**src/rtl/ex_alu_iter_pkg.sv**
```systemverilog
// rtl/ex_alu_iter_pkg.sv - shared ALU control codes and FSM state encoding
//
// Purpose: constants shared with the ALU control decoder, the state encoding
//          of the execute ALU FSM, and a small decode helper.
// Ports:   none (package).
package ex_alu_iter_pkg;

    localparam logic [3:0] ALU_ADD = 4'b0010;
    localparam logic [3:0] ALU_SUB = 4'b0110;
    localparam logic [3:0] ALU_AND = 4'b0000;
    localparam logic [3:0] ALU_OR  = 4'b0001;
    localparam logic [3:0] ALU_MUL = 4'b0100;

    localparam logic [1:0] ST_IDLE     = 2'd0;
    localparam logic [1:0] ST_MUL_BUSY = 2'd1;
    localparam logic [1:0] ST_MUL_DONE = 2'd2;

    typedef enum logic [1:0] {
        IDLE     = ST_IDLE,
        MUL_BUSY = ST_MUL_BUSY,
        MUL_DONE = ST_MUL_DONE
    } state_e;

    function automatic logic is_mul(input logic [3:0] ctrl);
        return ctrl == ALU_MUL;
    endfunction

endpackage

```
**src/rtl/ex_alu_iter_if.sv**
```systemverilog
// rtl/ex_alu_iter_if.sv - request/result bundle between pipeline and execute ALU
//
// Purpose: groups the operation request and result signals of ex_alu_iter.
// Ports:   valid_i/ALUCtrl_i/data1_i/data2_i (request, pipeline -> ALU),
//          ready_o/stall_o/valid_o/data_o/Zero_o (status and result, ALU -> pipeline).
//          master = pipeline side, slave = ALU side.
interface ex_alu_iter_if #(
    parameter int WIDTH = 32
) ();
    logic             valid_i;
    logic [3:0]       ALUCtrl_i;
    logic [WIDTH-1:0] data1_i;
    logic [WIDTH-1:0] data2_i;
    logic             ready_o;
    logic             stall_o;
    logic             valid_o;
    logic [WIDTH-1:0] data_o;
    logic             Zero_o;

    modport master (
        output valid_i, ALUCtrl_i, data1_i, data2_i,
        input  ready_o, stall_o, valid_o, data_o, Zero_o
    );

    modport slave (
        input  valid_i, ALUCtrl_i, data1_i, data2_i,
        output ready_o, stall_o, valid_o, data_o, Zero_o
    );
endinterface

```
**src/rtl/alu_mul_iter.sv**
```systemverilog
// rtl/alu_mul_iter.sv - iterative radix-2 shift-add multiplier datapath
//
// Purpose: low WIDTH bits of mcand*mplier, one partial product per cycle,
//          exactly WIDTH iterations after start (no early exit).
// Ports:   clk_i, rst_i (sync, active-low), start_i (load operands),
//          mcand_i/mplier_i (operands), near_done_o (next cycle is the
//          last iteration), product_o (accumulator after the current iteration).
module alu_mul_iter #(
    parameter int WIDTH = 32,
    parameter int CNT_W = 6
) (
    input  logic             clk_i,
    input  logic             rst_i,
    input  logic             start_i,
    input  logic [WIDTH-1:0] mcand_i,
    input  logic [WIDTH-1:0] mplier_i,
    output logic             near_done_o,
    output logic [WIDTH-1:0] product_o
);
    localparam logic [CNT_W-1:0] CNT_LAST = CNT_W'(WIDTH - 1);
    localparam logic [CNT_W-1:0] CNT_PEN  = CNT_W'(WIDTH - 2);

    logic [WIDTH-1:0] mcand_q, mcand_d;
    logic [WIDTH-1:0] mplier_q, mplier_d;
    logic [WIDTH-1:0] acc_q, acc_d;
    logic [CNT_W-1:0] cnt_q, cnt_d;
    logic             run_q, run_d;
    logic [WIDTH-1:0] acc_next;

    always_comb begin
        acc_next = acc_q + (mplier_q[0] ? mcand_q : '0);

        mcand_d  = mcand_q;
        mplier_d = mplier_q;
        acc_d    = acc_q;
        cnt_d    = cnt_q;
        run_d    = run_q;
        if (start_i) begin
            mcand_d  = mcand_i;
            mplier_d = mplier_i;
            acc_d    = '0;
            cnt_d    = '0;
            run_d    = 1'b1;
        end else if (run_q) begin
            acc_d    = acc_next;
            mcand_d  = mcand_q << 1;
            mplier_d = mplier_q >> 1;
            cnt_d    = cnt_q + CNT_W'(1);
            if (cnt_q == CNT_LAST) begin
                run_d = 1'b0;
            end
        end
    end

    // The top registers product_o during the final iteration, so the result
    // lands in the output register on the same edge the accumulator would.
    assign near_done_o = run_q && (cnt_q == CNT_PEN);
    assign product_o   = acc_next;

    always_ff @(posedge clk_i) begin
        if (!rst_i) begin
            mcand_q  <= '0;
            mplier_q <= '0;
            acc_q    <= '0;
            cnt_q    <= '0;
            run_q    <= 1'b0;
        end else begin
            mcand_q  <= mcand_d;
            mplier_q <= mplier_d;
            acc_q    <= acc_d;
            cnt_q    <= cnt_d;
            run_q    <= run_d;
        end
    end
endmodule

```
**src/rtl/ex_alu_iter.sv**
```systemverilog
// rtl/ex_alu_iter.sv - execute-stage ALU with single-cycle ops and iterative MUL
//
// Purpose: ADD/SUB/AND/OR with latency 1; MUL through alu_mul_iter with
//          latency WIDTH+1 while stalling the upstream pipeline.
// Ports:   clk_i, rst_i (sync, active-low), bus (ex_alu_iter_if.slave):
//          request valid_i/ALUCtrl_i/data1_i/data2_i, status ready_o/stall_o,
//          registered result valid_o/data_o/Zero_o.
module ex_alu_iter
    import ex_alu_iter_pkg::*;
#(
    parameter int WIDTH = 32,
    parameter int CNT_W = 6
) (
    input  logic         clk_i,
    input  logic         rst_i,
    ex_alu_iter_if.slave bus
);
    state_e           state_q, state_d;
    logic [WIDTH-1:0] data_q, data_d;
    logic             zero_q, zero_d;
    logic             valid_q, valid_d;
    logic             mul_start;
    logic             mul_near_done;
    logic [WIDTH-1:0] mul_product;

    alu_mul_iter #(
        .WIDTH (WIDTH),
        .CNT_W (CNT_W)
    ) u_mul (
        .clk_i       (clk_i),
        .rst_i       (rst_i),
        .start_i     (mul_start),
        .mcand_i     (bus.data1_i),
        .mplier_i    (bus.data2_i),
        .near_done_o (mul_near_done),
        .product_o   (mul_product)
    );

    always_comb begin
        state_d   = state_q;
        data_d    = data_q;
        valid_d   = 1'b0;
        mul_start = 1'b0;

        case (state_q)
            IDLE: begin
                if (bus.valid_i) begin
                    if (is_mul(bus.ALUCtrl_i)) begin
                        mul_start = 1'b1;
                        state_d   = MUL_BUSY;
                    end else begin
                        valid_d = 1'b1;
                        case (bus.ALUCtrl_i)
                            ALU_ADD: data_d = bus.data1_i + bus.data2_i;
                            ALU_SUB: data_d = bus.data1_i + ~bus.data2_i + WIDTH'(1);
                            ALU_AND: data_d = bus.data1_i & bus.data2_i;
                            ALU_OR:  data_d = bus.data1_i | bus.data2_i;
                            default: data_d = '0;
                        endcase
                    end
                end
            end
            MUL_BUSY: begin
                if (mul_near_done) begin
                    state_d = MUL_DONE;
                end
            end
            MUL_DONE: begin
                // Datapath is in its final iteration here.
                data_d  = mul_product;
                valid_d = 1'b1;
                state_d = IDLE;
            end
            default: state_d = IDLE;
        endcase

        zero_d = (data_d == '0);
    end

    always_ff @(posedge clk_i) begin
        if (!rst_i) begin
            state_q <= IDLE;
            data_q  <= '0;
            zero_q  <= 1'b1;
            valid_q <= 1'b0;
        end else begin
            state_q <= state_d;
            data_q  <= data_d;
            zero_q  <= zero_d;
            valid_q <= valid_d;
        end
    end

    assign bus.ready_o = (state_q == IDLE);
    assign bus.stall_o = (state_q != IDLE)
                       | ((state_q == IDLE) & bus.valid_i & is_mul(bus.ALUCtrl_i));
    assign bus.valid_o = valid_q;
    assign bus.data_o  = data_q;
    assign bus.Zero_o  = zero_q;
endmodule

```
**src/flat_wrapper.sv**
```systemverilog
// flat-port wrapper written by rule: the top's interface ports become plain ports
module ex_alu_iter_flat import ex_alu_iter_pkg::*;
#(
    parameter int WIDTH = 32,
    parameter int CNT_W = 6
)
  (clk_i, rst_i, bus_valid_i, bus_ALUCtrl_i, bus_data1_i, bus_data2_i, bus_ready_o, bus_stall_o, bus_valid_o, bus_data_o, bus_Zero_o);
  ex_alu_iter_if #(.WIDTH(WIDTH)) bus_i ();
  input  logic clk_i;
  input  logic rst_i;
  input wire logic [$bits(bus_i.valid_i)-1:0] bus_valid_i;
  input wire logic [$bits(bus_i.ALUCtrl_i)-1:0] bus_ALUCtrl_i;
  input wire logic [$bits(bus_i.data1_i)-1:0] bus_data1_i;
  input wire logic [$bits(bus_i.data2_i)-1:0] bus_data2_i;
  output wire logic [$bits(bus_i.ready_o)-1:0] bus_ready_o;
  output wire logic [$bits(bus_i.stall_o)-1:0] bus_stall_o;
  output wire logic [$bits(bus_i.valid_o)-1:0] bus_valid_o;
  output wire logic [$bits(bus_i.data_o)-1:0] bus_data_o;
  output wire logic [$bits(bus_i.Zero_o)-1:0] bus_Zero_o;
  assign bus_i.valid_i = bus_valid_i;
  assign bus_i.ALUCtrl_i = bus_ALUCtrl_i;
  assign bus_i.data1_i = bus_data1_i;
  assign bus_i.data2_i = bus_data2_i;
  assign bus_ready_o = bus_i.ready_o;
  assign bus_stall_o = bus_i.stall_o;
  assign bus_valid_o = bus_i.valid_o;
  assign bus_data_o = bus_i.data_o;
  assign bus_Zero_o = bus_i.Zero_o;
  ex_alu_iter #(.WIDTH(WIDTH), .CNT_W(CNT_W)) u_core (.clk_i(clk_i), .rst_i(rst_i), .bus(bus_i));
endmodule
```
**config.mk**
```make
export PLATFORM = sky130hd
export DESIGN_NAME = ex_alu_iter_flat
export DESIGN_NICKNAME = d
export VERILOG_FILES = /design/src/rtl/ex_alu_iter_pkg.sv /design/src/rtl/ex_alu_iter_if.sv /design/src/rtl/alu_mul_iter.sv /design/src/rtl/ex_alu_iter.sv /design/src/flat_wrapper.sv
export SDC_FILE = /design/constraint.sdc
export NUM_CORES = 1
export LEC_CHECK = 0
export BUFFER_PORTS_ARGS = -buffer_cell sky130_fd_sc_hd__buf_4
export CAP_MARGIN = 0
export CORE_UTILIZATION = 55
export DETAILED_ROUTE_END_ITERATION = 12
export GPL_TIMING_DRIVEN = 0
export PLACE_DENSITY = 0.78
export SLEW_MARGIN = 40
export SYNTH_ARGS = -nofsm -noshare
export SYNTH_HDL_FRONTEND = slang
export SYNTH_SLANG_ARGS = --single-unit
```
**constraint.sdc**
```tcl
create_clock -name clk_i -period 5 [get_ports clk_i]
set_input_delay 0.25 -clock clk_i [delete_from_list [all_inputs] [get_ports clk_i]]
set_output_delay 0.25 -clock clk_i [all_outputs]
set_load 0.1 [all_outputs]
```
==> results of run 1 <==
per-layer routing:
| metal | vias up | part of all wire [%] | global-route usage (%) | wire length (µm) |
|---|---|---|---|---|
| met3 | 145 | 9.9 | 8.58 | 4770 |
| met4 | 0 | 4.6 | 17.5 | 2240 |
| met5 | - | 0 | 0 | 0 |
| met1 | 6485 | 42 | 53.0 | 20100 |
| li1 | 6373 | - | - | - |
| met2 | 701 | 44 | 61.7 | 21200 |
cells in the mapped netlist, types with 21 or more instances:
| cell | count |
|---|---|
| a211oi_1 | 89 |
| a21o_1 | 23 |
| a21oi_1 | 118 |
| and2_1 | 47 |
| clkbuf_1 | 82 |
| dfxtp_1 | 139 |
| ha_1 | 137 |
| inv_1 | 107 |
| mux2i_1 | 93 |
| nand2_1 | 84 |
| nand3_1 | 26 |
| nand4_1 | 22 |
| nor2_1 | 214 |
| nor3_1 | 28 |
| o21ai_0 | 45 |
| o31ai_1 | 21 |
| xnor2_1 | 27 |
| xor2_1 | 23 |
area by class of cell:
type,instances,share of cell area [%]
inverter,110,2.80
timing repair buffer,104,5.30
buffer,105,2.88
clock buffer,19,2.94
multi-input combinational,1319,63.6
clock inverter,13,0.917
sequential,139,18.9
tap,313,2.66
state kept, by name (all words and copies together), names as in the netlist:
signal and cells:
u_core.bus.Zero_o 1, u_core.bus.data_o 32, u_core.bus.valid_o 1, u_core.state_q 2, u_core.u_mul.acc_q 32, u_core.u_mul.cnt_q 6
u_core.u_mul.mcand_q 32, u_core.u_mul.mplier_q 32, u_core.u_mul.run_q 1
power by group:
group | switching, W | leakage (nW) | internal (W)
clock network | 0.000587 | 0.265 | 0.000700
logic | 0.000727 | 4.82 | 0.000324
registers | 0.0000307 | 1.13 | 0.00114
what timing repair did:
action | 4_1_cts | 5_1_grt
endpoints found under the setup margin | 0 | 1
endpoints found under the hold margin | 0 | 0
gates resized for setup | 0 | 1
cell families after synthesis:
kind of cell | after synthesis | synth area share [%]
and+or+nand+nor | 524 | 19.7
AOI/OAI and AO/OA | 510 | 28.0
buffers and inverters | 215 | 6.43
adders and majority gates | 140 | 13.7
DFF | 139 | 21.5
muxes | 95 | 7.36
xor gates and xnor gates | 50 | 3.38
metrics by stage:
stage               utilization, %  cell area (µm²)  instances
floorplan                        -            13000       1673
finish                        64.5            14700       2122
global placement              61.9            14100       2090
CTS                           64.5            14700       2122
global route                  64.5            14700       2122
detailed placement            62.0            14200       2090
worst reg2reg max path, delay by kind of cell (launching register included):
family	cells	cell delay (ps)
fa+ha+maj	2	640
simple gates	4	1250
xor+xnor	1	180
compound gates	7	1660
flops	1	420
buf+inv	1	320
worst min path at each step:
stage / from / to / slack (ps) / depth (start not counted)
finish: bus_data1_i[0] / u_core.u_mul.mcand_q[0] / 110 / 3
global route: bus_data1_i[0] / u_core.u_mul.mcand_q[0] / 110 / 3
CTS: bus_data1_i[0] / u_core.u_mul.mcand_q[0] / 100 / 3
detailed placement: u_core.u_mul.acc_q[11] / u_core.u_mul.acc_q[11] / 470 / 2
global placement: u_core.u_mul.acc_q[11] / u_core.u_mul.acc_q[11] / 470 / 2
floorplan: bus_data1_i[0] / u_core.u_mul.mcand_q[0] / 390 / 2
==> flow_metrics.py, run 1 <==
metrics = {
    "floorplanning": {
        "start_util_pct": 56.7,
        "design.die.area_mm2": 0.0242,
        "core_mm2": 0.0228,
        "die_h_um": 156,
        "die_w_um": 156,
        "num_rows": 55,
        "ios": 107,
    },
    "worst_setup_path": {
        "reg2reg_to": "u_core.bus.Zero_o",
        "r2r_cells": 15,
        "critPathTopFamily": "compound AO/OA/AOI/OAI gates",
        "worstPathArrival_ps": 4920,
        "crit_path_start_kind": "flip-flop",
        "crit_fanout": 10,
        "crit_buf_inv": 1,
        "rrSetupSlack_ps": 440,
        "worstPathCellList": "clkbuf_1, and2_1, ha_1, fa_1, a21o_1, a221o_1, a21oi_1, xnor2_1, o22ai_1, a31oi_1, nor4_2, o2111ai_1, nor4_1, nand3_1, o21ai_1",
        "end_kind": "flip-flop",
        "rr_startpoint": "u_core.u_mul.mplier_q[0]",
        "cp_slowest_cell": "nor4_2",
        "critPathKind": "flip-flop to flip-flop",
        "setup.worst_path.start": "u_core.u_mul.mplier_q[0]",
        "cp.required_ps": 5370,
        "max_stage_delay_ps": 510,
        "cp.depth": 15,
        "endpoint": "u_core.bus.Zero_o",
    },
    "clocking": {
        "cts_sinks": 139,
        "ctsHoldBuffers": 0,
        "clock_latency_ps": 440,
        "htreeDepth": 4,
        "cts_buffer_depth": 2,
        "post-cts-setup-buffers": 0,
        "cts_root_buf": "clkbuf_16",
        "clk_transition_reported_paths_ps": 70,
        "cts_made_buffers": 17,
        "cts_tree": "done",
    },
    "synthesis": {
        "synth-seq-cells": 139,
        "synth-edff-count": 0,
        "ys_types": 88,
        "syn_nets": 1884,
        "synth_ff_type": "dfxtp_1",
        "ys_seq_area_share_pct": 21.5,
        "synthCells": 1673,
        "synth.largest_area_cell": "dfxtp_1",
        "yosys_warnings": 0,
        "postSynthAreaPerCell_um2": 7.75,
        "ys_async_sr_fraction_pct": 0,
        "synth_top_area_share_pct": 21.5,
        "ys_top_cells_by_area": "dfxtp_1 (21%), ha_1 (13%), mux2i_1 (7.2%)",
        "synthesis.area_mm2": 0.0130,
    },
    "sta": {
        "setup_viol": 0,
        "post-route-period-util_pct": 91.1,
        "hold_violations": 0,
        "slew_headroom_pct": 37.9,
        "period_minus_slack_ps": 4560,
        "setup_tns_ps": 0,
        "rsz0062_at_grt": "no",
        "worstMarginPinSlew_ps": 927,
        "maxSlewViolCount": 0,
        "whs_ps": 106,
        "fin_ws_ps": 443,
        "fmax_ghz": 0.219,
        "finalClockSkew_ps": 10.7,
    },
    "routing": {
        "drtPass1Iterations": 5,
        "ant_nets": 0,
        "wl_um": 48300,
        "wl_per_cell_um": 22.7,
        "vias": 13704,
        "routed_via_density": 6.46,
        "drcViolationCount": 0,
        "drt_iter0_markers": 1478,
    },
    "global_route": {
        "grt_pass1_vias": 12858,
        "antenna_found_initial": 0,
        "grtUsageTotal_pct": 39.8,
        "grt_pass1_wl_um": 73300,
        "grt_max_degree": 17,
        "grt_remaining_overflow": 0,
    },
    "cells_and_area": {
        "fillers": 2066,
        "regArea_mm2": 0.00278,
        "post_route_cells_drive_above_1_share_pct": 10.3,
        "multi_input_comb_area_mm2": 0.00938,
        "final_common_cell": "nor2_1",
        "mostFrequentLayoutCells": "nor2_1 (214), dfxtp_1 (139), ha_1 (137)",
        "diodes": 0,
        "final_net_count": 2007,
        "syn_to_final_growth_pct": 13.7,
    },
    "placement": {
        "place_hpwl_um": 38200,
        "gp_congestion": 1.06,
        "io_buffers": 104,
        "dp_slack_ps": 552,
    },
    "min_path": {
        "hp-class": "input pin to flip-flop",
    },
    "power_and_ir_drop": {
        "peakVddDrop_uv": 190,
        "p_per_area_mw_per_mm2": 238,
        "p_leak_nw": 6.21,
        "power_w": 0.00351,
    },
    "outcome": {
        "outcome": "finished clean",
    },
    "job": {
        "maxCapViolations": 0,
    },
}
Note: power is estimated with default switching activity, not from simulation.
==> run 2, diff against run 1 <==
Settings changed: CORE_ASPECT_RATIO set to 0.6.
==> flow_metrics.py, run 2 (synthesis gave the netlist of run 1 again) <==
metrics = {
    "power_and_ir_drop": {
        "p_leak_nw": 6.26,
        "p_int_w": 0.00223,
        "p_comb_share_pct": 30.1,
        "switching_share_pct": 38.4,
        "switchingPower_w": 0.00139,
        "seq_power_share_pct": 32.4,
        "clkPwrFrac_pct": 37.5,
        "power_w": 0.00362,
        "peakVddDrop_uv": 228,
        "p_per_area_mw_per_mm2": 245,
    },
    "worst_setup_path": {
        "worstPathArrival_ps": 5180,
        "end_kind": "flip-flop",
        "crit_fanout": 10,
        "reg2reg_to": "u_core.bus.Zero_o",
        "r2r_cells": 15,
        "cp.required_ps": 5360,
        "worstPathCellList": "clkbuf_1, and2_1, ha_1, buf_6, a211o_1, a21o_1, a221o_1, a211o_1, o2111ai_1, a21oi_1, nand4b_1, nand4bb_1, and4_1, nand3_1, o21ai_1",
        "rrSetupSlack_ps": 180,
        "cp_slowest_cell": "dfxtp_1",
        "crit_path_start_kind": "flip-flop",
        "path_common_cell": "a211o_1",
        "critPathKind": "flip-flop to flip-flop",
        "rr_startpoint": "u_core.u_mul.mplier_q[0]",
        "max_stage_delay_ps": 600,
    },
    "min_path": {
        "min_from": "bus_data2_i[31]",
        "hp-class": "input pin to flip-flop",
        "holdPathStages": 3,
        "hold_end": "u_core.u_mul.mplier_q[31]",
    },
    "clocking": {
        "cts_made_buffers": 17,
        "postCtsResizedCells": 0,
        "cts_root_buf": "clkbuf_16",
        "htreeDepth": 4,
        "cts_tree": "done",
        "ctsHoldBuffers": 0,
        "post-cts-setup-buffers": 0,
        "cts_sinks": 139,
        "clock_latency_ps": 460,
        "clk_transition_reported_paths_ps": 70,
        "cts_buffer_depth": 2,
    },
    "floorplanning": {
        "die_h_um": 121,
        "core_mm2": 0.0231,
        "ios": 107,
        "die_w_um": 200,
        "num_rows": 43,
        "start_util_pct": 56.2,
        "design.die.area_mm2": 0.0242,
    },
    "sta": {
        "setup_viol": 0,
        "finalClockSkew_ps": 12.9,
        "worstMarginPinSlew_ps": 999,
        "hold_violations": 0,
        "post-route-period-util_pct": 96.4,
        "slew_headroom_pct": 33.4,
        "fmax_ghz": 0.208,
        "rsz0062_at_grt": "no",
        "period_minus_slack_ps": 4820,
        "maxSlewViolCount": 0,
        "setup_tns_ps": 0,
    },
    "global_route": {
        "grtUsageTotal_pct": 42.5,
        "antenna_found_initial": 1,
        "grt_pass1_wl_um": 77000,
        "grt_remaining_overflow": 0,
        "grt_max_degree": 17,
        "grt_pass1_vias": 12356,
    },
    "outcome": {
        "outcome": "finished clean",
    },
    "placement": {
        "io_buffers": 104,
        "gp_congestion": 1.00,
        "place_hpwl_um": 41700,
    },
    "routing": {
        "wl_per_cell_um": 24.9,
        "routed_via_density": 6.74,
        "ant_nets": 0,
        "drtPass1Iterations": 7,
        "vias": 14326,
        "wl_um": 52900,
        "drt_iter0_markers": 1923,
        "drcViolationCount": 0,
    },
    "cells_and_area": {
        "syn_to_final_growth_pct": 14.2,
        "post_route_cells_drive_above_1_share_pct": 10.7,
        "final_net_count": 2008,
        "final_common_cell": "nor2_1",
        "mostFrequentLayoutCells": "nor2_1 (214), dfxtp_1 (139), ha_1 (137)",
    },
    "job": {
        "maxCapViolations": 0,
    },
}
run 2: power groups by stage:
stage          combinational (W)  clock (W)  sequential (W)
5_1_grt                  0.00114    0.00140         0.00117
2_1_floorplan           0.000546          0         0.00134
6_report                 0.00109    0.00136         0.00117
3_5_place_dp             0.00103          0         0.00120
3_3_place_gp             0.00103          0         0.00120
4_1_cts                  0.00104    0.00136         0.00117
run 2: critical path, delay by kind of cell, from the launching register on:
| family | cells | cell delay (ps) |
|---|---|---|
| AOI/OAI and AO/OA | 7 | 1960 |
| and+or+nand+nor | 5 | 1270 |
| buffers and inverters | 2 | 670 |
| DFF | 1 | 600 |
| adders and majority gates | 1 | 240 |
run 2: final cells by class:
cell class	count	area [µm²]
Multi-Input combinational cell	1319	9400
Tap cell	315	394
Inverter	110	413
Clock inverter	13	158
Timing Repair Buffer	105	788
Sequential cell	139	2780
Buffer	105	425
Clock buffer	19	443
Antenna cell	1	2.50
Fill cell	2062	8280
run 2: worst max path at each step:
stage	from	endpoint	slack, ps	depth (start not counted)
2_1_floorplan	u_core.state_q[1]	u_core.bus.Zero_o	1190	11
3_3_place_gp	u_core.u_mul.mplier_q[0]	u_core.bus.Zero_o	360	15
3_5_place_dp	u_core.u_mul.mplier_q[0]	u_core.bus.Zero_o	320	15
4_1_cts	u_core.u_mul.mplier_q[0]	u_core.bus.Zero_o	250	15
5_1_grt	u_core.u_mul.mplier_q[0]	u_core.bus.Zero_o	50	15
6_report	u_core.u_mul.mplier_q[0]	u_core.bus.Zero_o	180	15
run 2: per-stage QoR:
step | hold WS [ps] | util, % | instance area, µm² | setup WS [ps] | instances
4_1_cts | 66.1 | 64.0 | 14800 | 255 | 2125
3_3_place_gp | 464 | 61.2 | 14100 | 360 | 2092
6_report | 77.1 | 64.1 | 14800 | 181 | 2126
2_1_floorplan | 386 | - | 13000 | 1190 | 1673
5_1_grt | 74.1 | 64.1 | 14800 | 49.9 | 2125
3_5_place_dp | 489 | 61.4 | 14200 | 318 | 2093
run 2: metal layers:
metal / vias up / GRT usage (%) / routed length (µm)
met4: 0 / 15.4 / 1750
met1: 6879 / 63.0 / 23800
met3: 102 / 12.2 / 7190
met2: 974 / 56.6 / 20100
li1: 6371 / - / -
met5: - / 0 / 0
